<file path="src/rtl/data_mem_responder.sv">
// Fixed-latency data-memory responder for the M stage: accepts one load/store,
// stalls the pipeline while it is outstanding, and completes it in a single DONE cycle.
module data_mem_responder #(
  parameter int DEPTH   = 64,
  parameter int LATENCY = 2
) (
  input  logic        clk,
  input  logic        reset,
  input  logic        MemReq,
  input  logic        MemWriteM,
  input  logic [31:0] ALUOutM,
  input  logic [31:0] WriteDataM,
  output logic [31:0] ReadData,
  output logic        MemStall,
  output logic        MemDone,
  output logic        AddrErr
);

  localparam int AW = $clog2(DEPTH);
  localparam logic [3:0] CNT_INIT = (LATENCY >= 2) ? 4'(LATENCY - 2) : 4'd0;

  typedef enum logic [1:0] {
    IDLE = 2'd0,
    WAIT = 2'd1,
    DONE = 2'd2
  } state_t;

  state_t      state_q, state_d;
  logic [3:0]  cnt_q, cnt_d;
  logic [31:0] addr_q, addr_d;
  logic [31:0] wdata_q, wdata_d;
  logic        write_q, write_d;
  logic [31:0] rdata_q, rdata_d;
  logic        err_q, err_d;
  logic [31:0] mem_q [DEPTH];

  logic [31:0]   acc_addr_s;
  logic [31:0]   acc_wdata_s;
  logic          acc_write_s;
  logic          complete_s;
  logic          valid_s;
  logic [AW-1:0] idx_s;
  logic          mem_we_s;

  // Next-state logic; with LATENCY==1 the access completes straight from IDLE,
  // so the completing access is taken from the inputs rather than the latches.
  always_comb begin
    state_d     = state_q;
    cnt_d       = cnt_q;
    addr_d      = addr_q;
    wdata_d     = wdata_q;
    write_d     = write_q;
    rdata_d     = rdata_q;
    err_d       = err_q;
    acc_addr_s  = addr_q;
    acc_wdata_s = wdata_q;
    acc_write_s = write_q;
    complete_s  = 1'b0;

    case (state_q)
      IDLE: begin
        if (MemReq) begin
          addr_d      = ALUOutM;
          wdata_d     = WriteDataM;
          write_d     = MemWriteM;
          acc_addr_s  = ALUOutM;
          acc_wdata_s = WriteDataM;
          acc_write_s = MemWriteM;
          if (LATENCY == 1) begin
            state_d    = DONE;
            complete_s = 1'b1;
          end else begin
            state_d = WAIT;
            cnt_d   = CNT_INIT;
          end
        end else begin
          state_d = IDLE;
        end
      end
      WAIT: begin
        if (cnt_q == 4'd0) begin
          state_d    = DONE;
          complete_s = 1'b1;
        end else begin
          cnt_d = cnt_q - 4'd1;
        end
      end
      DONE:    state_d = IDLE;
      default: state_d = IDLE;
    endcase

    valid_s  = (acc_addr_s[1:0] == 2'b00) && (acc_addr_s[31:AW+2] == '0);
    idx_s    = acc_addr_s[AW+1:2];
    mem_we_s = complete_s && valid_s && acc_write_s;

    if (complete_s) begin
      if (!valid_s) begin
        err_d = 1'b1;
      end else begin
        err_d = err_q;
      end
      if (!acc_write_s) begin
        rdata_d = valid_s ? mem_q[idx_s] : 32'd0;
      end else begin
        rdata_d = rdata_q;
      end
    end else begin
      rdata_d = rdata_q;
    end
  end

  // Control and result registers.
  always_ff @(posedge clk) begin
    if (reset) begin
      state_q <= IDLE;
      cnt_q   <= 4'd0;
      addr_q  <= 32'd0;
      wdata_q <= 32'd0;
      write_q <= 1'b0;
      rdata_q <= 32'd0;
      err_q   <= 1'b0;
    end else begin
      state_q <= state_d;
      cnt_q   <= cnt_d;
      addr_q  <= addr_d;
      wdata_q <= wdata_d;
      write_q <= write_d;
      rdata_q <= rdata_d;
      err_q   <= err_d;
    end
  end

  // Storage array; reset clears every word, which also drops a pending store.
  always_ff @(posedge clk) begin
    if (reset) begin
      for (int i = 0; i < DEPTH; i++) begin
        mem_q[i] <= 32'd0;
      end
    end else if (mem_we_s) begin
      mem_q[idx_s] <= acc_wdata_s;
    end
  end

  assign MemStall = !reset && (((state_q == IDLE) && MemReq) || (state_q == WAIT));
  assign MemDone  = (state_q == DONE);
  assign ReadData = rdata_q;
  assign AddrErr  = err_q;

endmodule

</file>
<file path="config.mk">
export PLATFORM = sky130hd
export DESIGN_NAME = data_mem_responder
export DESIGN_NICKNAME = d
export VERILOG_FILES = /design/src/rtl/data_mem_responder.sv
export SDC_FILE = /design/constraint.sdc
export NUM_CORES = 2
export LEC_CHECK = 0
export CORE_UTILIZATION = 30
export DETAILED_ROUTE_END_ITERATION = 12
export PLACE_DENSITY_LB_ADDON = 0.1
export SLEW_MARGIN = 5
export SYNTH_ARGS = -nofsm -noshare
export SYNTH_HDL_FRONTEND = slang
export SYNTH_SLANG_ARGS = --single-unit
export TNS_END_PERCENT = 100
</file>
<file path="constraint.sdc">
create_clock -name clk -period 9.5 [get_ports clk]
set_input_delay 2.85 -clock clk [delete_from_list [all_inputs] [get_ports clk]]
set_output_delay 2.85 -clock clk [all_outputs]
set_load 0.1 [all_outputs]
</file>
Yosys cells after proc, flatten, opt, wreduce, memory -nomap -nowiden
Memories as Yosys holds them, arrays and structs flattened.
Cells that the tools add are included.
{ "word_totals": {"ff_bits": 104, "ram_bits": 2048, "n_memories": 1} }
{ "mem_list": {"columns": ["name", "depth", "width", "read_ports", "rd_clocked_by_memory_dff", "wr", "line_no", "rtl"], "rows": [
  ["mem_q", 64, 32, 1, 0, 64, "35", "logic [31:0] mem_q [DEPTH];"]
]} }
{ "classes": {"add_sub_neg": 1, "n_eq_ne": 5, "mux": 23, "bitwise": 2, "reduce_logical": 16} }
{ "op_table": {"columns": ["operator", "n"], "rows": [
  ["32-bit 2-to-1 mux", 6],
  ["32-bit OR reduction", 1],
  ["24-bit logical NOT", 1],
  ["1-bit 2-to-1 mux", 11],
  ["4-bit 2-to-1 mux", 2],
  ["4-bit one-hot mux with 2 select lines", 1],
  ["6-bit 2-to-1 mux", 1],
  ["2-bit inequality test, second input constant", 3],
  ["1-bit logical AND", 5],
  ["2-bit logical NOT", 2],
  ["4-bit logical NOT", 1],
  ["2-bit one-hot mux with 2 select lines", 1],
  ["2-bit AND reduction", 2],
  ["4-bit by 1-bit subtractor with 4-bit output, second input constant", 1],
  ["3-bit AND reduction", 1],
  ["2-bit by 1-bit equality test with 1-bit output, second input constant", 1],
  ["2-bit equality test, second input constant", 1],
  ["2-bit 2-to-1 mux", 1],
  ["1-bit NOT", 2],
  ["2-bit nonzero test", 1],
  ["1-bit logical NOT", 1],
  ["1-bit logical OR", 1]
]} }

Longest topological paths before layout
{ "depth": {"depth_word": 11, "mapped_depth": 12} }

Worst setup path after synthesis
Ideal clock, no wire load.
{ "synth_path": {"path_kind": "input to output", "from": "in reset", "to": "out MemStall", "arrival_ps": 5321, "required_ps": 6650, "path_slack_ps": 1329, "stages": 3, "n_path_buf": 2, "path_cell_list": "clkbuf_1 > clkbuf_1 > nor3_1"} }
{ "synth_between": {"elab_chain_len": 2} }
{ "synth_rtl": {"columns": ["element", "line_no", "rtl"], "rows": [
  ["from (decl)", "8", "input logic reset,"],
  ["1-bit logical NOT", "144", "assign MemStall = !reset && (((state_q == IDLE) && MemReq) || (state_q == WAIT));"],
  ["1-bit logical AND", "144", null],
  ["to (decl)", "14", "output logic MemStall,"]
]} }
Every way passes these cells.

==> out/metrics.yaml <==
worst_hold_path:
  hold_class: "register to register"
cells_and_area:
  final_layout_size_suffix_gt1_frac: 0.1130
  area_growth_pct: 16.28
  nNetsFinal: 6975
  fillerInstances: 28080
  final_util: 0.3516
timing:
  fmax_ghz: 0.1237
  timing.final.crit_share: 0.8508
  rsz0062_at_grt: "false"
  fin_tns_setup_ns: 0
  skew_ns: 0.06113
  hold_viol_final: 0
  timing.final.crit_period_ns: 8.083
  finalSetupViolations: 0
  maxSlewHeadroom: -0.01486
  worst_pin_slew_ns: 1.521
  slew_violations: 4
detailed_routing:
  met2_wirelength_mm: 178.0
  met3RoutedLength_mm: 25.44
  wl_mm: 380.5
  routed.top_layer: "met5"
  wl_met1_mm: 161.1
  drt_iter0_drc: 7062
  vias: 61230
  antenna_left: 0
  drc: 0
  avgViaCountPerCell: 5.562
  dr.pass1.iters: 6
  wl_per_cell_um: 34.57
floorplan:
  dieArea_um2: 293100
  die-width_um: 541.4
  boundaryPins: 103
  die_h_um: 541.4
  initial_core_util: 0.3024
  core_um2: 288600
  num_rows: 197
placement:
  gp_congestion: 0.8583
  dp_hpwl_mm: 223.5
  portBuffers: 102
clock_tree:
  postCtsHoldBufs: 0
  post_cts_buffers: 0
  htreeDepth: 4
  cts_tree: "done"
  clk_transition_reported_paths_ns: 0.06
  clockRootBuffer: "clkbuf_16"
  cts.sinks: 2152
  post_cts_resized: 0
  clk_path_buf_depth: 3
  cts_buffers: 238
  insertion_delay_ns: 0.93
run_status:
  status: "finished with violations"
  violations: "max-capacitance violations, max-slew violations"
synthesis:
  async_reset_ff_frac: 0
  synth_ff_type: "edfxtp_1"
  syn_inst: 6948
  yosysSeqAreaShare: 0.7285
  syn_avg_cell_area_um2: 12.56
  synth.ff_latch_count: 2152
  yosysWarnings: 0
  yosysUniqueCellTypes: 56
  synthesis.nets: 7017
  synth-edff-count: 2048
  syn-cell-area_um2: 87280
global_route:
  antenna_found_initial: 20
  grt_usage: 0.2550
  grt_max_degree: 66
  grt_pass1_wl_mm: 517.9
  overflow: 0
  grt_pass1_vias: 59880
worst_setup_path:
  path_max_fanout: 49
  worstPathRequired_ns: 10.00
  worstPathArrival_ns: 8.59
  end_kind: "register"
  path_class: "input port to register"
  worstSetupStartpointType: "input port"
pwr:
  p_leak_nw: 33.51
  powerDensity_nw_per_um2: 220.9
  ir_drop_v: 0.0002067
flow_run:
  drv_cap: 1
[routing by layer]
layer,GRT usage,vias up
li1,-,25560
met1,0.3426,32600
met2,0.4137,2525
met3,0.03850,530
met4,0.09941,8
met5,0,-
[flip-flops by register name (all words and copies together), names as in the netlist]
signal and count:
mem_q 2048, ReadData 32, addr_q 32, wdata_q 32, cnt_q 4, state_q 2
AddrErr 1, write_q 1
[through the flow]
stage | hold slack, ns | power, mW | instance area [um2] | setup WS [ns] | std cells
after floorplan | 0.4360 | 12.04 | 87280 | 1.329 | 6948
after global placement | 0.4466 | 13.49 | 93860 | 0.6305 | 10540
after detailed placement | 0.4500 | 13.50 | 93910 | 0.6031 | 10550
after CTS | 0.4582 | 22.52 | 101400 | 1.566 | 10990
after global routing | 0.4725 | 22.94 | 101500 | 1.367 | 11000
final | 0.4556 | 22.41 | 101500 | 1.417 | 11010
[cells in the mapped netlist, types with 4 or more instances]
| master | n | area [um2] |
|---|---|---|
| and2_1 | 52 | 325.3 |
| a22oi_1 | 17 | 127.6 |
| buf_4 | 15 | 112.6 |
| a211oi_1 | 53 | 397.9 |
| o21ai_0 | 26 | 130.1 |
| mux2i_1 | 43 | 430.4 |
| nor4_1 | 44 | 275.3 |
| mux2_2 | 7 | 78.83 |
| buf_1 | 39 | 146.4 |
| nor2_2 | 8 | 50.05 |
| nor2b_1 | 6 | 37.54 |
| nor3_1 | 120 | 600.6 |
| nand3b_1 | 6 | 45.04 |
| a21o_1 | 5 | 37.54 |
| o22a_1 | 149 | 1305 |
| buf_6 | 8 | 90.09 |
| edfxtp_1 | 2048 | 61500 |
| o22ai_1 | 652 | 4079 |
| clkbuf_1 | 515 | 1933 |
| dfxtp_1 | 104 | 2082 |
| a221oi_1 | 9 | 78.83 |
| a21oi_1 | 72 | 360.4 |
| nor2_1 | 2241 | 8412 |
| o221ai_1 | 178 | 1559 |
| nand2_1 | 153 | 574.3 |
| a22o_1 | 13 | 113.9 |
| o41ai_1 | 20 | 175.2 |
| nand3_1 | 9 | 45.04 |
| nor3b_1 | 6 | 45.04 |
| o2111ai_1 | 21 | 183.9 |
| o31ai_1 | 61 | 457.9 |
| nand4_1 | 4 | 25.02 |
| buf_2 | 129 | 645.6 |
| a31oi_1 | 11 | 68.82 |
| nand2b_1 | 68 | 425.4 |
[cells by family (layout without fill, tap and decap cells)]
logic type	Yosys count	after routing	synth area share
adder cells (fa/ha/maj)	1	1	0.0001433
multiplexers	54	54	0.006666
buffers and inverters	709	874	0.03367
flip-flops	2152	2152	0.7285
AO/OA/AOI/OAI	1297	1297	0.1049
AND/OR/NAND/NOR	2733	2733	0.1259
XOR/XNOR	2	2	0.0002007
other	0	14	0
[where the power goes]
group | switching (mW) | internal [mW]
sequential | 0.104 | 10.7
combinational | 1.98 | 0.559
clock | 4.07 | 5.03
total | 6.15 | 16.3
[final timing paths]
| path | from | end | slack [ns] | cells after the start |
|---|---|---|---|---|
| worst max-delay path | MemReq | mem_q[37][9] | 1.42 | 9 |
| worst min-delay path | addr_q[9] | addr_q[9] | 0.46 | 2 |
| worst max register to register | state_q[1] | mem_q[37][9] | 3.48 | 8 |
| worst min register to register | addr_q[9] | addr_q[9] | 0.46 | 2 |
[layout by cell type, fill, tap and decap left out, drive strengths merged, types with 44 or more instances in the layout]
master,netlist,routed
a21oi,72,72
clkinv,0,119
clkdlybuf4s50,0,101
a211oi,53,53
nor4,44,44
nor2,2249,2249
buf,191,323
clkbuf,515,307
nand2,153,153
and2,52,52
dfxtp,104,104
nor3,120,120
mux2i,47,47
nand2b,68,68
o31ai,61,61
o221ai,178,178
o22ai,652,652
o22a,149,149
edfxtp,2048,2048
[layout make-up]
type	instances	area [um2]	share of cell area
Antenna cell	14	35.03	0.0003452
Clock inverter	140	1239	0.01221
Sequential cell	2152	63580	0.6265
Tap cell	3880	4855	0.04784
Timing Repair Buffer	424	3774	0.03718
Multi-Input combinational cell	4087	21690	0.2138
Inverter	3	11.26	0.0001110
Clock buffer	307	6295	0.06203
[worst max-delay path: stages]
cell and delay (ns):
clkdlybuf4s50_1 0.50, nor3b_4 0.37, buf_4 0.54, mux2i_1 0.31
nand4bb_1 0.96, nor2_2 1.25, nand2_1 0.35, buf_4 0.43
nand2b_2 0.94
No activity file was read; power rests on OpenSTA's default activity.
